==> src/rtl/lockin_demod.sv <==
// Multi-channel lock-in demodulator with a square-wave reference NCO.
// One channel per clock; each channel has first-order I/Q low-pass filter states.
module lockin_demod #(
  parameter int DW  = 16,
  parameter int AW  = 32,
  parameter int NCH = 2,
  parameter int PW  = 24
) (
  input  logic                clk,
  input  logic                rst,
  input  logic [PW-1:0]       freq_word,
  input  logic [3:0]          tc,
  input  logic [1:0]          gain,
  input  logic                in_valid,
  input  logic [NCH*DW-1:0]   in_data,
  input  logic                overrun_clr,
  output logic                ref_out,
  output logic                busy,
  output logic                out_valid,
  output logic [NCH*AW-1:0]   x_out,
  output logic [NCH*AW-1:0]   y_out,
  output logic                overrun
);

  localparam int SH = AW - DW - 2;
  localparam int CW = (NCH > 1) ? $clog2(NCH) : 1;
  localparam logic signed [AW+2:0] MAXV = {4'b0000, {(AW-1){1'b1}}};
  localparam logic signed [AW+2:0] MINV = {4'b1111, {(AW-1){1'b0}}};

  typedef enum logic [1:0] {IDLE, PROC, DONE} state_t;

  state_t              state, state_nx;
  logic [PW-1:0]       phase, phase_l;
  logic [3:0]          tc_l;
  logic [1:0]          gain_l;
  logic [NCH*DW-1:0]   data_l;
  logic [CW-1:0]       ch;
  logic signed [AW-1:0] st_i [NCH];
  logic signed [AW-1:0] st_q [NCH];

  logic signed [DW-1:0] x_sel;
  logic signed [AW-1:0] si_sel, sq_sel, nx_i, nx_q;

  function automatic logic signed [DW-1:0] demod(input logic signed [DW-1:0] x,
                                                 input logic neg);
    if (!neg)
      return x;
    else if (x == {1'b1, {(DW-1){1'b0}}})
      return {1'b0, {(DW-1){1'b1}}};
    else
      return -x;
  endfunction

  function automatic logic signed [AW-1:0] extend(input logic signed [DW-1:0] m);
    logic signed [AW-1:0] e;
    e = AW'(m);
    return e <<< SH;
  endfunction

  // Difference carried in AW+1 bits so the target-minus-state step cannot wrap.
  function automatic logic signed [AW-1:0] filt(input logic signed [AW-1:0] st,
                                                input logic signed [AW-1:0] target,
                                                input logic [3:0] sh);
    logic signed [AW:0] d;
    d = (AW+1)'(target) - (AW+1)'(st);
    d = d >>> sh;
    return st + d[AW-1:0];
  endfunction

  function automatic logic [AW-1:0] sat_out(input logic signed [AW-1:0] st,
                                            input logic [1:0] g);
    logic signed [AW+2:0] w;
    w = (AW+3)'(st) <<< g;
    if (w > MAXV)
      return MAXV[AW-1:0];
    else if (w < MINV)
      return MINV[AW-1:0];
    else
      return w[AW-1:0];
  endfunction

  assign ref_out = phase[PW-1];
  assign busy    = (state != IDLE);

  always_ff @(posedge clk or posedge rst) begin
    if (rst)
      state <= IDLE;
    else
      state <= state_nx;
  end

  always_comb begin
    state_nx = state;
    case (state)
      IDLE:    if (in_valid) state_nx = PROC;
      PROC:    if (ch == CW'(NCH-1)) state_nx = DONE;
      DONE:    state_nx = IDLE;
      default: state_nx = IDLE;
    endcase
  end

  always_comb begin
    x_sel  = '0;
    si_sel = '0;
    sq_sel = '0;
    for (int unsigned k = 0; k < NCH; k++) begin
      if (CW'(k) == ch) begin
        x_sel  = data_l[k*DW +: DW];
        si_sel = st_i[k];
        sq_sel = st_q[k];
      end
    end
    nx_i = filt(si_sel, extend(demod(x_sel, phase_l[PW-1])), tc_l);
    nx_q = filt(sq_sel, extend(demod(x_sel, ~(phase_l[PW-1] ^ phase_l[PW-2]))), tc_l);
  end

  always_ff @(posedge clk or posedge rst) begin
    if (rst) begin
      phase     <= '0;
      phase_l   <= '0;
      tc_l      <= '0;
      gain_l    <= '0;
      data_l    <= '0;
      ch        <= '0;
      out_valid <= 1'b0;
      x_out     <= '0;
      y_out     <= '0;
      overrun   <= 1'b0;
      for (int unsigned k = 0; k < NCH; k++) begin
        st_i[k] <= '0;
        st_q[k] <= '0;
      end
    end else begin
      phase     <= phase + freq_word;
      out_valid <= 1'b0;
      if (in_valid && busy)
        overrun <= 1'b1;
      else if (overrun_clr)
        overrun <= 1'b0;
      case (state)
        IDLE: if (in_valid) begin
          data_l  <= in_data;
          phase_l <= phase;
          tc_l    <= tc;
          gain_l  <= gain;
          ch      <= '0;
        end
        PROC: begin
          for (int unsigned k = 0; k < NCH; k++) begin
            if (CW'(k) == ch) begin
              st_i[k] <= nx_i;
              st_q[k] <= nx_q;
            end
          end
          ch <= ch + CW'(1);
        end
        DONE: begin
          for (int unsigned k = 0; k < NCH; k++) begin
            x_out[k*AW +: AW] <= sat_out(st_i[k], gain_l);
            y_out[k*AW +: AW] <= sat_out(st_q[k], gain_l);
          end
          out_valid <= 1'b1;
        end
        default: ;
      endcase
    end
  end

endmodule

==> config.mk <==
export PLATFORM = sky130hd
export DESIGN_NAME = lockin_demod
export DESIGN_NICKNAME = d
export VERILOG_FILES = /design/src/rtl/lockin_demod.sv
export SDC_FILE = /design/constraint.sdc
export NUM_CORES = 1
export LEC_CHECK = 0
export BUFFER_PORTS_ARGS = -buffer_cell sky130_fd_sc_hd__buf_2
export CORE_UTILIZATION = 50
export DETAILED_ROUTE_END_ITERATION = 7
export MAX_ROUTING_LAYER = met4
export PLACE_DENSITY = 0.68
export SLEW_MARGIN = 40
export SYNTH_ARGS = -nofsm -noshare
export SYNTH_HDL_FRONTEND = slang
export SYNTH_SLANG_ARGS = --single-unit
==> constraint.sdc <==
create_clock -name clk -period 22.1 [get_ports clk]
set_clock_uncertainty 0.2 [all_clocks]
set_input_delay 2.21 -clock clk [delete_from_list [all_inputs] [get_ports clk]]
set_output_delay 2.21 -clock clk [all_outputs]
set_load 0.02 [all_outputs]
==> results.txt, run 1 <==
Critical Path AT: 9.91 ns
GRT Overall Usage: 0.3056
part of the cycle the worst path needs: 0.4384
Synth cell types: 87
detailed-route DRC error count: 0
ys flop type: dfrtp_1
CP startpoint: ch
Slew headroom: 0.3851
Worst-Skew Late Latency: 0.59 ns
Area Overhead vs Synth: 10.26%
Crit Path Max Fanout: 71
# Max-Cap Violations: 0
Via Count: 24320
Post-CTS Hold Fix Bufs: 0
average cell area after synthesis: 8.357 um^2
commonest non-fill, non-tap cell in the layout: nand2_1
final wirelength: 80440 um
post-route ant nets: 0
max-slew violations: 0
hold_sp: y_out[51]
Die Height: 232.1 um
area share of the largest cell type after synthesis: 0.3072
initial antenna violation count: 1
setup TNS: 0 ns
clk sinks: 325
Hold WC Path Type: flop to flop
r2r startpoint: ch
TritonCTS clock tree: yes
Critical Path Slowest Stage Cell: or4b_2
clock tree buffer depth: 3
die area: 53880 um^2
worst slew pin tran: 0.8967 ns
CP Capture Type: flop
H-Tree Depth: 2
RSZ-0062 raised after global routing: false
post_cts resized: 0
Yosys warnings: 0
FFs w/ async S/R, synth: 1.000
number of global-route vias before repair: 22480
buffers added on ports: 197
post-layout util: 0.5633
delay of the slowest critical-path stage: 0.65 ns
sequential area share after synthesis: 0.3072
# rows: 83
largest net degree at the start of global routing: 128
commonest cells after routing, fill and taps aside: 486 x nand2_1, 423 x o21ai_0, 319 x dfrtp_1, 277 x a21oi_1, 197 x buf_2
Mapped Cells: 3168
Post-Syn Nets: 3363
core area: 51820 um^2
layout cell share with drive strength beyond 1: 0.1582
Cell Area, Synth: 26480 um^2
initial drt markers: 2300
post-detail-place hpwl: 61080 um
largest area contributor in the netlist: dfrtp_1
Setup-failing EPs final: 0
post-CTS setup buffers: 0
first-pass GRT wire length: 126800 um
Setup WS post-layout: 12.41 ns
fin nets: 3426
EDFF count, synth: 0
FMAX: 103.2 MHz
width of the die: 232.1 um
Detailed Routing Iterations Pass 1: 7
most used cell, CP: o21ai_0
DP Worst Slack: 12.32 ns
crit path time final: 9.689 ns
DR top layer: met4
Clock Pin Slew Worst Setup and Hold Paths: 0.06 ns
Synth Register Bits: 325
startpoint types: flop
top cells by area, synth: dfrtp_1 31%, o21ai_0 8.0%, nand2_1 6.9%
CP Class: flop to flop
final RePlAce weighted congestion: 1.014
WP data required: 22.32 ns
routed vias/inst: 6.177
TritonCTS buffer count: 38
met3 WL: 5380 um
initial core utilization: 0.5109
GRT Residual Overflow: 0
drt wl/cell: 20.43 um
CTS Root Buffer Type: clkbuf_16
final hold slack: 0.2733 ns
Final Hold Viols: 0
met2 routed WL: 33750 um
run status: complete, no violations
WL met1: 39030 um
I/O pin total: 198
## per-stage QoR
step	cell area, um^2	instances
2_1_floorplan	26480	3168
3_3_place_gp	27780	3866
3_5_place_dp	27880	3869
4_1_cts	29130	3934
5_1_grt	29190	3937
6_report	29190	3937
## routing by layer
layer	up-vias	track usage
met5	-	-
met2	850	0.4276
met3	127	0.04359
met1	11720	0.4517
met4	0	0.09396
li1	11630	-
## cells in the mapped netlist, types with 5 or more instances
cell type	n
nand2_1	489
o21ai_0	423
dfrtp_1	325
a21oi_1	281
nor2_1	174
mux2i_1	165
clkbuf_1	157
ha_1	126
mux2_2	109
inv_1	86
xnor2_1	77
a21o_1	66
mux4_2	60
xor2_1	53
nor3_1	48
a31oi_1	45
a211oi_1	43
nor2b_1	36
buf_1	35
nand3_1	29
o211ai_1	27
o21a_1	25
or2_2	20
and2_1	17
nor4_1	15
nand2b_1	14
nor3b_1	13
a22oi_1	12
and3_1	12
or3_1	12
a21boi_0	10
buf_2	10
nand4_1	9
o22ai_1	9
a211o_1	8
a31o_2	8
o31ai_1	8
o21bai_1	7
nor4b_1	6
a41oi_1	5
and4_1	5
o211a_1	5
o221ai_1	5
or4_1	5
## critical path, delay by kind of cell, from the launching register on
family	cells	cell delay (ns)
AO/OA/AOI/OAI	16	4.08
XOR/XNOR	2	0.57
adder cells (fa/ha/maj)	2	0.54
buffers and inverters	1	0.52
flip-flops	1	0.55
multiplexers	2	0.44
AND/OR/NAND/NOR	6	2.58
## sequential cells by signal (all words and copies together) (netlist names), 4 cells and up
| name | flops |
|---|---|
| data_l | 32 |
| phase | 24 |
| st_i | 64 |
| st_q | 64 |
| tc_l | 4 |
| x_out | 64 |
| y_out | 64 |
## cell type report
class / count / area, um^2
diodes: 1 / 2.502
clock buffers: 54 / 1091
clock inverters: 11 / 156.4
fillers: 4719 / 22630
inverters: 88 / 342.8
multi-input cells: 2551 / 17300
flip-flops and latches: 325 / 8148
well taps: 680 / 850.8
repair buffers: 227 / 1296
## worst paths after layout
check	end	slack, ns	cells past startpoint
min	y_out[51]	0.27	2
min reg2reg	y_out[51]	0.27	2
max in group asynchronous	gain_l[0]	19.00	3
max reg2reg	st_i[30]	12.41	29
min in group asynchronous	x_out[58]	1.48	2
max	st_i[30]	12.41	29
## logic make-up after synthesis
group	Yosys count	synth area share
AOI/OAI and AO/OA	1038	0.2308
xor gates and xnor gates	130	0.04301
adders and majority gates	129	0.06181
buffers and inverters	292	0.04244
DFF	325	0.3072
muxes	334	0.1598
and+or+nand+nor	920	0.1550
Power of run 1 is not shown: default switching activity piles up to over one toggle a cycle in this logic, so the estimate is an artifact.
==> inputs of run 2 (changes only) <==
--- a/config.mk
+++ b/config.mk
@@ -5,6 +5,7 @@
 export SDC_FILE = /design/constraint.sdc
 export NUM_CORES = 1
 export LEC_CHECK = 0
+export ABC_AREA = 1
 export BUFFER_PORTS_ARGS = -buffer_cell sky130_fd_sc_hd__buf_2
 export CORE_UTILIZATION = 50
 export DETAILED_ROUTE_END_ITERATION = 7
==> constraint.sdc (replaced) <==
create_clock -name clk -period 10.11 [get_ports clk]
set_clock_uncertainty 0.2 [all_clocks]
set_input_delay 1.011 -clock clk [delete_from_list [all_inputs] [get_ports clk]]
set_output_delay 1.011 -clock clk [all_outputs]
set_load 0.02 [all_outputs]
==> results.txt, run 2 <==
delay of the slowest critical-path stage: 0.85 ns (was 0.65 ns)
simple-gate portion of the synthesized area: 0.2765 (was 0.1550)
worst slew pin tran: 0.9942 ns (was 0.8967 ns)
Mapped Cells: 3861 (was 3168)
XOR/XNOR share of the synthesized area: 0.03740 (was 0.04301)
max-slew violations: 0 (unchanged)
Final Hold Viols: 0 (unchanged)
Clock Pin Slew Worst Setup and Hold Paths: 0.06 ns (about the same)
flop2flop setup slack: 1.85 ns (was 12.41 ns)
post-CTS setup buffers: 0 (unchanged)
Post-Syn Nets: 4056 (was 3363)
Critical Path AT: 8.47 ns (was 9.91 ns)
post-route ant nets: 0 (unchanged)
# rows: 83 (unchanged)
main combinational cell family by area after synthesis: simple AND/OR/NAND/NOR gates (was compound AO/OA/AOI/OAI gates)
initial drt markers: 2214 (was 2300)
run status: complete, no violations (unchanged)
post-synthesis compound-gate area fraction: 0.2073 (was 0.2308)
final RePlAce weighted congestion: 0.9942 (was 1.014)
adder-cell share of the synthesized area: 0.06240 (was 0.06181)
EDFF count, synth: 0 (unchanged)
initial antenna violation count: 0 (was 1)
top cells by area, synth: dfrtp_1 31%, nand2_1 15%, o21ai_0 9.7% (was dfrtp_1 31%, o21ai_0 8.0%, nand2_1 6.9%)
FMAX: 121.0 MHz (was 103.2 MHz)
setup TNS: 0 ns (unchanged)
detailed-route DRC error count: 0 (unchanged)
width of the die: 231.0 um (was 232.1 um)
cell with the most instances after synthesis: nand2_1 (unchanged)
ys flop type: dfrtp_1 (unchanged)
commonest cells after routing, fill and taps aside: 1027 x nand2_1, 501 x o21ai_0, 320 x dfrtp_1, 301 x inv_1, 276 x nor2_1 (was 486 x nand2_1, 423 x o21ai_0, 319 x dfrtp_1, 277 x a21oi_1, 197 x buf_2)
clock tree buffer depth: 3 (unchanged)
final wirelength: 78860 um (was 80440 um)
r2r startpoint: ch (unchanged)
GRT Overall Usage: 0.3013 (was 0.3056)
Via Count: 26020 (was 24320)
startpoint types: flop (unchanged)
first-pass GRT wire length: 125500 um (was 126800 um)
Post-CTS Hold Fix Bufs: 0 (unchanged)
WP data required: 10.32 ns (was 22.32 ns)
clk sinks: 325 (unchanged)
most used cell, CP: o21ai_0 (unchanged)
FFs w/ async S/R, synth: 1.000 (unchanged)
Detailed Routing Iterations Pass 1: 5 (was 7)
synth cell count leaders: 1028 x nand2_1, 509 x o21ai_0, 325 x dfrtp_1 (was 489 x nand2_1, 423 x o21ai_0, 325 x dfrtp_1)
Setup WS post-layout: 1.847 ns (was 12.41 ns)
Crit Path Max Fanout: 58 (was 71)
die area: 53380 um^2 (was 53880 um^2)
FF-to-FF path depth: 35 (was 29)
CP startpoint: ch (unchanged)
layout cell share with drive strength beyond 1: 0.1209 (was 0.1582)
post-detail-place hpwl: 61640 um (was 61080 um)
Fill cells: 5090 (was 4719)
Hold WC Path Type: flop to flop (unchanged)
TritonCTS clock tree: yes (unchanged)
Slew headroom: 0.3302 (was 0.3851)
Yosys warnings: 0 (unchanged)
fin nets: 4127 (was 3426)
Synth Register Bits: 325 (unchanged)
initial core utilization: 0.5082 (was 0.5109)
# Max-Cap Violations: 0 (unchanged)
mux cell area share after synthesis: 0.02867 (was 0.1598)
CP Capture Type: flop (unchanged)
CP Class: flop to flop (unchanged)
Area Overhead vs Synth: 10.46% (was 10.26%)
Worst-Skew Late Latency: 0.57 ns (was 0.59 ns)
average cell area after synthesis: 6.793 um^2 (was 8.357 um^2)
final hold slack: 0.2702 ns (was 0.2733 ns)
Cell Area, Synth: 26230 um^2 (was 26480 um^2)
buffers added on ports: 197 (unchanged)
Die Height: 231.0 um (was 232.1 um)
I/O pin total: 198 (unchanged)
worst hold path stage count: 1 (was 2)
TritonCTS buffer count: 39 (was 38)
sequential area share after synthesis: 0.3101 (was 0.3072)
DP Worst Slack: 1.919 ns (was 12.32 ns)
Synth cell types: 54 (was 87)
largest area contributor in the netlist: dfrtp_1 (unchanged)
sink of the worst hold path: phase[0] (was y_out[51])
H-Tree Depth: 2 (unchanged)
Setup-failing EPs final: 0 (unchanged)
core area: 51610 um^2 (was 51820 um^2)
routed vias/inst: 5.603 (was 6.177)
crit path time final: 8.263 ns (was 9.689 ns)
number of global-route vias before repair: 22910 (was 22480)
FF-to-FF End: st_i[57] (was st_i[30])
Critical Path Slowest Stage Cell: dfrtp_4 (was or4b_2)
GRT Residual Overflow: 0 (unchanged)
part of the cycle the worst path needs: 0.8173 (was 0.4384)
post_cts resized: 0 (unchanged)
CTS Root Buffer Type: clkbuf_16 (unchanged)
drt wl/cell: 16.98 um (was 20.43 um)
hold_sp: phase[0] (was y_out[51])
commonest non-fill, non-tap cell in the layout: nand2_1 (unchanged)
RSZ-0062 raised after global routing: false (unchanged)
area share of the largest cell type after synthesis: 0.3101 (was 0.3072)
largest net degree at the start of global routing: 133 (was 128)
-- run 2: worst max-delay path by stage --
stage               endpoint  slack [ns]  cells after the start
global placement    st_i[60]        2.12                     31
floorplan           st_i[29]        4.01                     43
global route        st_i[25]        1.04                     36
CTS                 st_i[57]        1.89                     35
detailed placement  st_i[57]        1.92                     35
finish              st_i[57]        1.85                     35
-- run 2: through the flow --
stage               area [um^2]  std cells    util
floorplan                 26230       3861       -
finish                    28970       4643  0.5613
CTS                       28930       4641  0.5605
global route              28970       4642  0.5613
detailed placement        27530       4570  0.5334
global placement          27510       4570  0.5330
-- run 2: cell type report --
class / count / area (um^2) / area share
diodes: 1 / 2.502 / 0.00008637
clock buffers: 53 / 1119 / 0.03861
clock inverters: 18 / 281.5 / 0.009717
inverters: 322 / 1220 / 0.04211
multi-input cells: 3018 / 16100 / 0.5557
flip-flops and latches: 325 / 8149 / 0.2813
well taps: 680 / 850.8 / 0.02937
repair buffers: 226 / 1251 / 0.04319
-- run 2: cells by family after synthesis --
group	after synthesis
AND/OR/NAND/NOR	1727
AO/OA/AOI/OAI	979
multiplexers	71
flip-flops	325
XOR/XNOR	112
adder cells (fa/ha/maj)	129
buffers and inverters	518
-- run 2: critical path, delay by kind of cell, from the launching register on --
| kind | cells | cell delay, ns |
|---|---|---|
| xor+xnor | 1 | 0.12 |
| flops | 1 | 0.85 |
| fa+ha+maj | 2 | 0.59 |
| simple gates | 14 | 2.66 |
| compound gates | 13 | 2.86 |
| buf+inv | 5 | 0.80 |
-- run 2: layer usage --
metal | vias to the layer above | track usage | share of wire
met3 | 86 | 0.03875 | 0.069
met2 | 823 | 0.4210 | 0.41
li1 | 13090 | - | -
met1 | 12020 | 0.4621 | 0.50
met4 | 0 | 0.05484 | 0.016
met5 | - | - | 0
Power of run 2 is left out for the same reason.
